### config.mk
export PLATFORM = sky130hd
export DESIGN_NAME = uart_core_param
export DESIGN_NICKNAME = d
export VERILOG_FILES = /design/src/rtl/uart_core_param.sv
export SDC_FILE = /design/constraint.sdc
export NUM_CORES = 1
export LEC_CHECK = 0
export CORE_MARGIN = 4
export CORE_UTILIZATION = 47
export CTS_CLUSTER_SIZE = 28
export DETAILED_ROUTE_END_ITERATION = 12
export GPL_TIMING_DRIVEN = 0
export PLACE_DENSITY_LB_ADDON = 0.2
export SYNTH_ARGS = -nofsm -noshare
export SYNTH_HDL_FRONTEND = slang
export SYNTH_SLANG_ARGS = --single-unit
### constraint.sdc
create_clock -name clk -period 3.3 [get_ports clk]
set_input_delay 0.33 -clock clk [delete_from_list [all_inputs] [get_ports clk]]
set_output_delay 0.33 -clock clk [all_outputs]
set_load 0.05 [all_outputs]
### src/rtl/uart_core_param.sv
// Parametrised UART core (DATA_BITS/PARITY/STOP_BITS/CLKS_PER_BIT) with synchronised, glitch-filtered RX.
// Latency: tx starts one cycle after accept; rx pulses one cycle after the mid-stop-bit sample.
// Backpressure: transmit is honoured only while tx_ready=1; RX has none, every frame produces one pulse.
module uart_core_param #(
  parameter int DATA_BITS    = 8,
  parameter int PARITY       = 0,
  parameter int STOP_BITS    = 1,
  parameter int CLKS_PER_BIT = 16
) (
  input  logic                 clk,
  input  logic                 rst,
  input  logic                 rx,
  output logic                 tx,
  input  logic                 transmit,
  input  logic [DATA_BITS-1:0] tx_byte,
  output logic                 tx_ready,
  output logic                 received,
  output logic [DATA_BITS-1:0] rx_byte,
  output logic                 parity_error,
  output logic                 recv_error,
  output logic                 is_receiving,
  output logic                 is_transmitting
);

  localparam int TW = $clog2(CLKS_PER_BIT);
  localparam int BW = 4;
  localparam logic [TW-1:0] BIT_END   = TW'(CLKS_PER_BIT - 1);
  localparam logic [TW-1:0] HALF_END  = TW'(CLKS_PER_BIT / 2 - 1);
  localparam logic [BW-1:0] DATA_LAST = BW'(DATA_BITS - 1);
  localparam logic [BW-1:0] STOP_LAST = BW'(STOP_BITS - 1);

  typedef enum logic [2:0] {TX_IDLE, TX_START, TX_DATA, TX_PARITY, TX_STOP} tx_state_t;
  typedef enum logic [2:0] {RX_IDLE, RX_START, RX_DATA, RX_PARITY, RX_STOP, RX_ERROR} rx_state_t;

  // Reset asserts asynchronously but is released on a clock edge.
  logic rst_meta, rst_sync_n;

  always_ff @(posedge clk or negedge rst) begin
    if (!rst) begin
      rst_meta   <= 1'b0;
      rst_sync_n <= 1'b0;
    end else begin
      rst_meta   <= 1'b1;
      rst_sync_n <= rst_meta;
    end
  end

  // ---------------- transmitter ----------------
  tx_state_t              tx_state, tx_next;
  logic [TW-1:0]          tx_timer;
  logic [BW-1:0]          tx_bit;
  logic [DATA_BITS-1:0]   tx_shift;
  logic                   tx_par;
  logic                   tx_bit_end;
  logic                   tx_accept;

  assign tx_bit_end = (tx_timer == BIT_END);
  assign tx_accept  = (tx_state == TX_IDLE) && transmit;

  always_ff @(posedge clk or negedge rst_sync_n) begin
    if (!rst_sync_n) tx_state <= TX_IDLE;
    else             tx_state <= tx_next;
  end

  always_comb begin
    tx_next = tx_state;
    case (tx_state)
      TX_IDLE:   if (transmit) tx_next = TX_START;
      TX_START:  if (tx_bit_end) tx_next = TX_DATA;
      TX_DATA:   if (tx_bit_end && tx_bit == DATA_LAST)
                   tx_next = (PARITY != 0) ? TX_PARITY : TX_STOP;
      TX_PARITY: if (tx_bit_end) tx_next = TX_STOP;
      TX_STOP:   if (tx_bit_end && tx_bit == STOP_LAST) tx_next = TX_IDLE;
      default:   tx_next = TX_IDLE;
    endcase
  end

  always_comb begin
    tx              = 1'b1;
    tx_ready        = (tx_state == TX_IDLE);
    is_transmitting = (tx_state != TX_IDLE);
    case (tx_state)
      TX_START:  tx = 1'b0;
      TX_DATA:   tx = tx_shift[0];
      TX_PARITY: tx = tx_par;
      default:   tx = 1'b1;
    endcase
  end

  // tx_bit counts data bits and stop bits; it clears whenever the state changes.
  always_ff @(posedge clk or negedge rst_sync_n) begin
    if (!rst_sync_n) begin
      tx_timer <= '0;
      tx_bit   <= '0;
      tx_shift <= '0;
      tx_par   <= 1'b0;
    end else if (tx_accept) begin
      tx_timer <= '0;
      tx_bit   <= '0;
      tx_shift <= tx_byte;
      tx_par   <= (PARITY == 1) ? ~(^tx_byte) : (^tx_byte);
    end else if (tx_state != TX_IDLE) begin
      if (tx_bit_end) begin
        tx_timer <= '0;
        tx_bit   <= (tx_next != tx_state) ? '0 : tx_bit + BW'(1);
        if (tx_state == TX_DATA) tx_shift <= tx_shift >> 1;
      end else begin
        tx_timer <= tx_timer + TW'(1);
      end
    end
  end

  // ---------------- receiver ----------------
  rx_state_t              rx_state, rx_next;
  logic                   rx_meta, rx_s;
  logic [TW-1:0]          rx_timer;
  logic [TW-1:0]          rx_hi_cnt;
  logic [BW-1:0]          rx_bit;
  logic [DATA_BITS-1:0]   rx_shift;
  logic                   rx_par_bit;
  logic                   rx_tick, rx_half, rx_stop_tick, rx_par_bad;

  assign rx_tick      = (rx_timer == BIT_END);
  assign rx_half      = (rx_timer == HALF_END);
  assign rx_stop_tick = (rx_state == RX_STOP) && rx_tick;

  always_ff @(posedge clk or negedge rst_sync_n) begin
    if (!rst_sync_n) begin
      rx_meta <= 1'b1;
      rx_s    <= 1'b1;
    end else begin
      rx_meta <= rx;
      rx_s    <= rx_meta;
    end
  end

  always_ff @(posedge clk or negedge rst_sync_n) begin
    if (!rst_sync_n) rx_state <= RX_IDLE;
    else             rx_state <= rx_next;
  end

  always_comb begin
    rx_next = rx_state;
    case (rx_state)
      RX_IDLE:   if (!rx_s) rx_next = RX_START;
      RX_START:  if (rx_half) rx_next = rx_s ? RX_IDLE : RX_DATA;
      RX_DATA:   if (rx_tick && rx_bit == DATA_LAST)
                   rx_next = (PARITY != 0) ? RX_PARITY : RX_STOP;
      RX_PARITY: if (rx_tick) rx_next = RX_STOP;
      RX_STOP:   if (rx_tick) rx_next = rx_s ? RX_IDLE : RX_ERROR;
      RX_ERROR:  if (rx_s && rx_hi_cnt == BIT_END) rx_next = RX_IDLE;
      default:   rx_next = RX_IDLE;
    endcase
  end

  always_comb begin
    is_receiving = (rx_state != RX_IDLE);
  end

  always_comb begin
    rx_par_bad = 1'b0;
    if (PARITY == 1)      rx_par_bad = ~((^rx_shift) ^ rx_par_bit);
    else if (PARITY == 2) rx_par_bad = (^rx_shift) ^ rx_par_bit;
  end

  // The start bit re-centres the timer at its midpoint; later bits sample one full period apart.
  always_ff @(posedge clk or negedge rst_sync_n) begin
    if (!rst_sync_n) begin
      rx_timer   <= '0;
      rx_hi_cnt  <= '0;
      rx_bit     <= '0;
      rx_shift   <= '0;
      rx_par_bit <= 1'b0;
    end else begin
      if (rx_state == RX_IDLE || rx_state == RX_ERROR)  rx_timer <= '0;
      else if (rx_state == RX_START && rx_half)         rx_timer <= '0;
      else if (rx_state != RX_START && rx_tick)         rx_timer <= '0;
      else                                              rx_timer <= rx_timer + TW'(1);

      if (rx_state == RX_ERROR) rx_hi_cnt <= rx_s ? rx_hi_cnt + TW'(1) : '0;
      else                      rx_hi_cnt <= '0;

      if (rx_state != RX_DATA) rx_bit <= '0;
      else if (rx_tick)        rx_bit <= rx_bit + BW'(1);

      if (rx_state == RX_DATA && rx_tick)
        rx_shift <= {rx_s, rx_shift[DATA_BITS-1:1]};
      if (rx_state == RX_PARITY && rx_tick)
        rx_par_bit <= rx_s;
    end
  end

  always_ff @(posedge clk or negedge rst_sync_n) begin
    if (!rst_sync_n) begin
      received     <= 1'b0;
      parity_error <= 1'b0;
      recv_error   <= 1'b0;
      rx_byte      <= '0;
    end else begin
      received     <= rx_stop_tick && rx_s;
      parity_error <= rx_stop_tick && rx_s && rx_par_bad;
      recv_error   <= rx_stop_tick && !rx_s;
      if (rx_stop_tick && rx_s) rx_byte <= rx_shift;
    end
  end

endmodule

==> results.py <==
metrics = {
    "status": {
        "status": "completed",
    },
    "cts": {
        "cts_max_level": 3,
        "cts_tree": "yes",
        "postCtsHoldBufs": 0,
        "cts_setup_buffers": 0,
        "clockBufferDepth": 2,
        "path_clk_slew_ns": 0.06,
        "cts_resized": 0,
        "clock_latency_ns": 0.34,
        "numCtsBuffers": 9,
        "cts_sinks": 57,
        "root_buffer": "clkbuf_8",
    },
    "drt": {
        "vias": 1882,
        "wl_um": 4740,
        "viasPerCell": 5.18,
        "drt_iter0_drc": 62,
        "post_drt_wl_per_cell_um": 13.1,
        "drtAntennaViolNets": 0,
        "drc": 0,
        "first_pass_iters": 4,
    },
    "layout": {
        "antenna_cells": 0,
        "drive_above_1_share": 0.192,
        "ff_latch_area_sq_mm": 0.00143,
        "fillers": 485,
        "multi_input_area_sq_mm": 0.00118,
        "fin_util": 0.598,
        "final_nets": 304,
        "area_delta_synth_final_pct": 22.2,
    },
    "setup_path": {
        "crit_family": "buffers and inverters",
        "slowest_stage": "clkdlybuf4s50_1",
        "cp.arrival_ns": 2.24,
        "startpoint_type": "flip-flop",
        "startpoint": "tx_state[0]$_DFF_PN0_",
        "reg2reg_from": "tx_timer[0]$_DFFE_PN0P_",
        "crit_chain": "buf_6, or3_1, buf_2, inv_2, clkdlybuf4s50_1",
        "critPathKind": "reg2out",
        "critical_path_buf_inv_count": 4,
        "worstPathMaxFanout": 10,
        "cp.required_ns": 2.97,
        "crit_path_end_kind": "output pin",
        "slowest_delay_ns": 0.81,
    },
    "synthesis": {
        "syn-num-nets": 267,
        "synthXorXnorAreaFrac": 0.0577,
        "seq_area_frac_synth": 0.523,
        "synthCells": 249,
        "synth_adder_area_share": 0.0275,
        "async_flop_share": 1.00,
        "ys.flop_type": "dfrtp_1",
        "netlist_area_sq_mm": 0.00273,
        "synth_compound_area_frac": 0.0921,
        "synth_seq_cells": 57,
        "synth-edff-count": 0,
        "synth_top_family_by_area": "simple AND/OR/NAND/NOR gates",
        "yosys_warnings": 0,
        "synthSimpleGateAreaFrac": 0.161,
        "avgSynthCellArea_sq_um": 11.0,
        "synth.mux.area_fraction": 0.0917,
        "synth_cell_type_count": 50,
    },
    "die": {
        "boundaryPins": 27,
        "die_y_um": 84.2,
        "floorplan.die_area_sq_mm": 0.00709,
        "initial_utilization": 0.490,
        "core_sq_mm": 0.00557,
        "chipWidth_um": 84.2,
        "rows": 27,
    },
    "power": {
        "power.density_mw_per_mm2": 743,
        "cellLeakagePower_uw": 0.00155,
        "peakVddDrop_mv": 0.535,
    },
    "global_routing": {
        "track_usage": 0.147,
        "grt_pass1_vias": 1850,
        "antenna_found_initial": 0,
        "grt_remaining_overflow": 0,
        "grt_pass1_wl_um": 8290,
        "grt_max_degree": 42,
    },
    "timing": {
        "hold_viol_final": 0,
        "period_minus_slack_ns": 2.57,
        "max_slew.worst_pin.slew_ns": 0.525,
        "skew_ns": 0.0102,
        "rsz0062_at_grt": "no",
        "setup_viol": 0,
        "hold-worst-slack_ns": 0.153,
        "final.setup.tns_ns": 0,
        "clock.fmax_mhz": 389,
        "fin_crit_sh": 0.778,
        "maxSlewViolCount": 0,
        "relSlewSlack": 0.649,
    },
    "place": {
        "dp_hpwl_um": 3290,
        "portBuffers": 25,
        "gp_congestion": 0.782,
    },
    "job": {
        "max-cap-violations": 0,
    },
    "worst_hold_path": {
        "hold_class": "in2async",
    },
}
[registers in the layout, indices dropped and copies added, names as in the netlist]
register / count
rx_byte: 8
tx_par: 1
recv_error: 1
rx_shift: 8
rx_meta: 1
rx_state: 3
tx_bit: 4
rst_meta: 1
rx_hi_cnt: 4
tx_timer: 4
rst_sync_n: 1
rx_timer: 4
rx_s: 1
tx_shift: 8
tx_state: 3
rx_bit: 4
received: 1
[layout by cell type, fill, tap and decap left out, types with 3 or more instances in the layout]
cell	instances
dfrtp_1	54
clkdlybuf4s50_1	25
nand2_1	23
nor2_1	17
mux2_2	16
xnor2_1	12
o21ai_0	10
clkbuf_8	10
o21ai_1	9
inv_1	8
nand3_1	8
mux2i_1	7
buf_2	6
a21oi_1	6
xor2_1	6
ha_1	6
nand4_1	5
or3_1	4
buf_4	4
and3_1	3
nand2b_1	3
nor2b_1	3
bufinv_16	3
[final timing paths]
check | slack (ns) | cells past startpoint | to
min | 0.15 | 1 | rst_meta$_DFF_PN0_
min in group clk | 0.35 | 0 | rst_sync_n$_DFF_PN0_
max in group asynchronous | 2.54 | 1 | rx_meta$_DFF_PN1_
min reg2reg | 0.17 | 0 | received$_DFF_PN0_
max reg2reg | 1.56 | 6 | tx_shift[0]$_DFFE_PN0P_
max | 0.73 | 5 | tx_ready
[cells in the mapped netlist (2+ instances only)]
cell type	count	area [sq um]
mux2_2	16	180
inv_1	8	30.0
a31o_2	2	17.5
o21ai_1	9	45.0
or3_1	4	25.0
a21o_1	2	15.0
conb_1	2	7.51
a21oi_1	6	30.0
buf_2	6	30.0
ha_1	6	75.1
nand4_1	5	31.3
o21ai_0	10	50.1
nor2_1	17	63.8
xor2_1	6	52.6
nand2b_1	3	18.8
nand3_1	8	40.0
mux2i_1	7	70.1
xnor2_1	12	105
nor3b_1	2	15.0
a31oi_1	2	12.5
nand3b_1	2	15.0
dfstp_2	2	52.6
buf_6	2	22.5
and3_1	3	18.8
dfrtp_1	55	1380
nor2b_1	3	18.8
nand2_1	23	86.3
buf_4	4	30.0
[stage by stage]
step	cells	power (uW)	setup slack (ns)	instance area (sq um)
finish	363	2480	0.732	3340
global route	363	2640	0.652	3340
CTS	363	2500	0.716	3340
detailed placement	347	1700	1.08	3090
global placement	346	1680	0.981	3070
floorplan	249	1510	1.60	2730
[per-layer routing]
metal | GRT usage | part of all wire
met4 | 0.0746 | 0.023
met2 | 0.228 | 0.46
met1 | 0.189 | 0.48
met3 | 0.0383 | 0.033
met5 | 0 | 0
[power breakdown]
group	total, uW	switching, uW	internal, uW
clock network	793	272	521
registers	934	95.6	838
logic	751	435	315
[kinds of logic after synthesis]
family | Yosys count
buffers and inverters | 22
adder cells (fa/ha/maj) | 6
flip-flops | 57
AO/OA/AOI/OAI | 41
multiplexers | 23
XOR/XNOR | 18
AND/OR/NAND/NOR | 80
other | 2
[final cells by class]
class / instances / share of cell area
flip-flops and latches: 57 / 0.429
clock inverters: 5 / 0.0308
well taps: 72 / 0.0270
clock buffers: 11 / 0.0424
inverters: 9 / 0.0101
repair buffers: 26 / 0.0810
plain buffers: 13 / 0.0259
multi-input cells: 170 / 0.354
No activity file was read; power rests on OpenSTA's default activity.
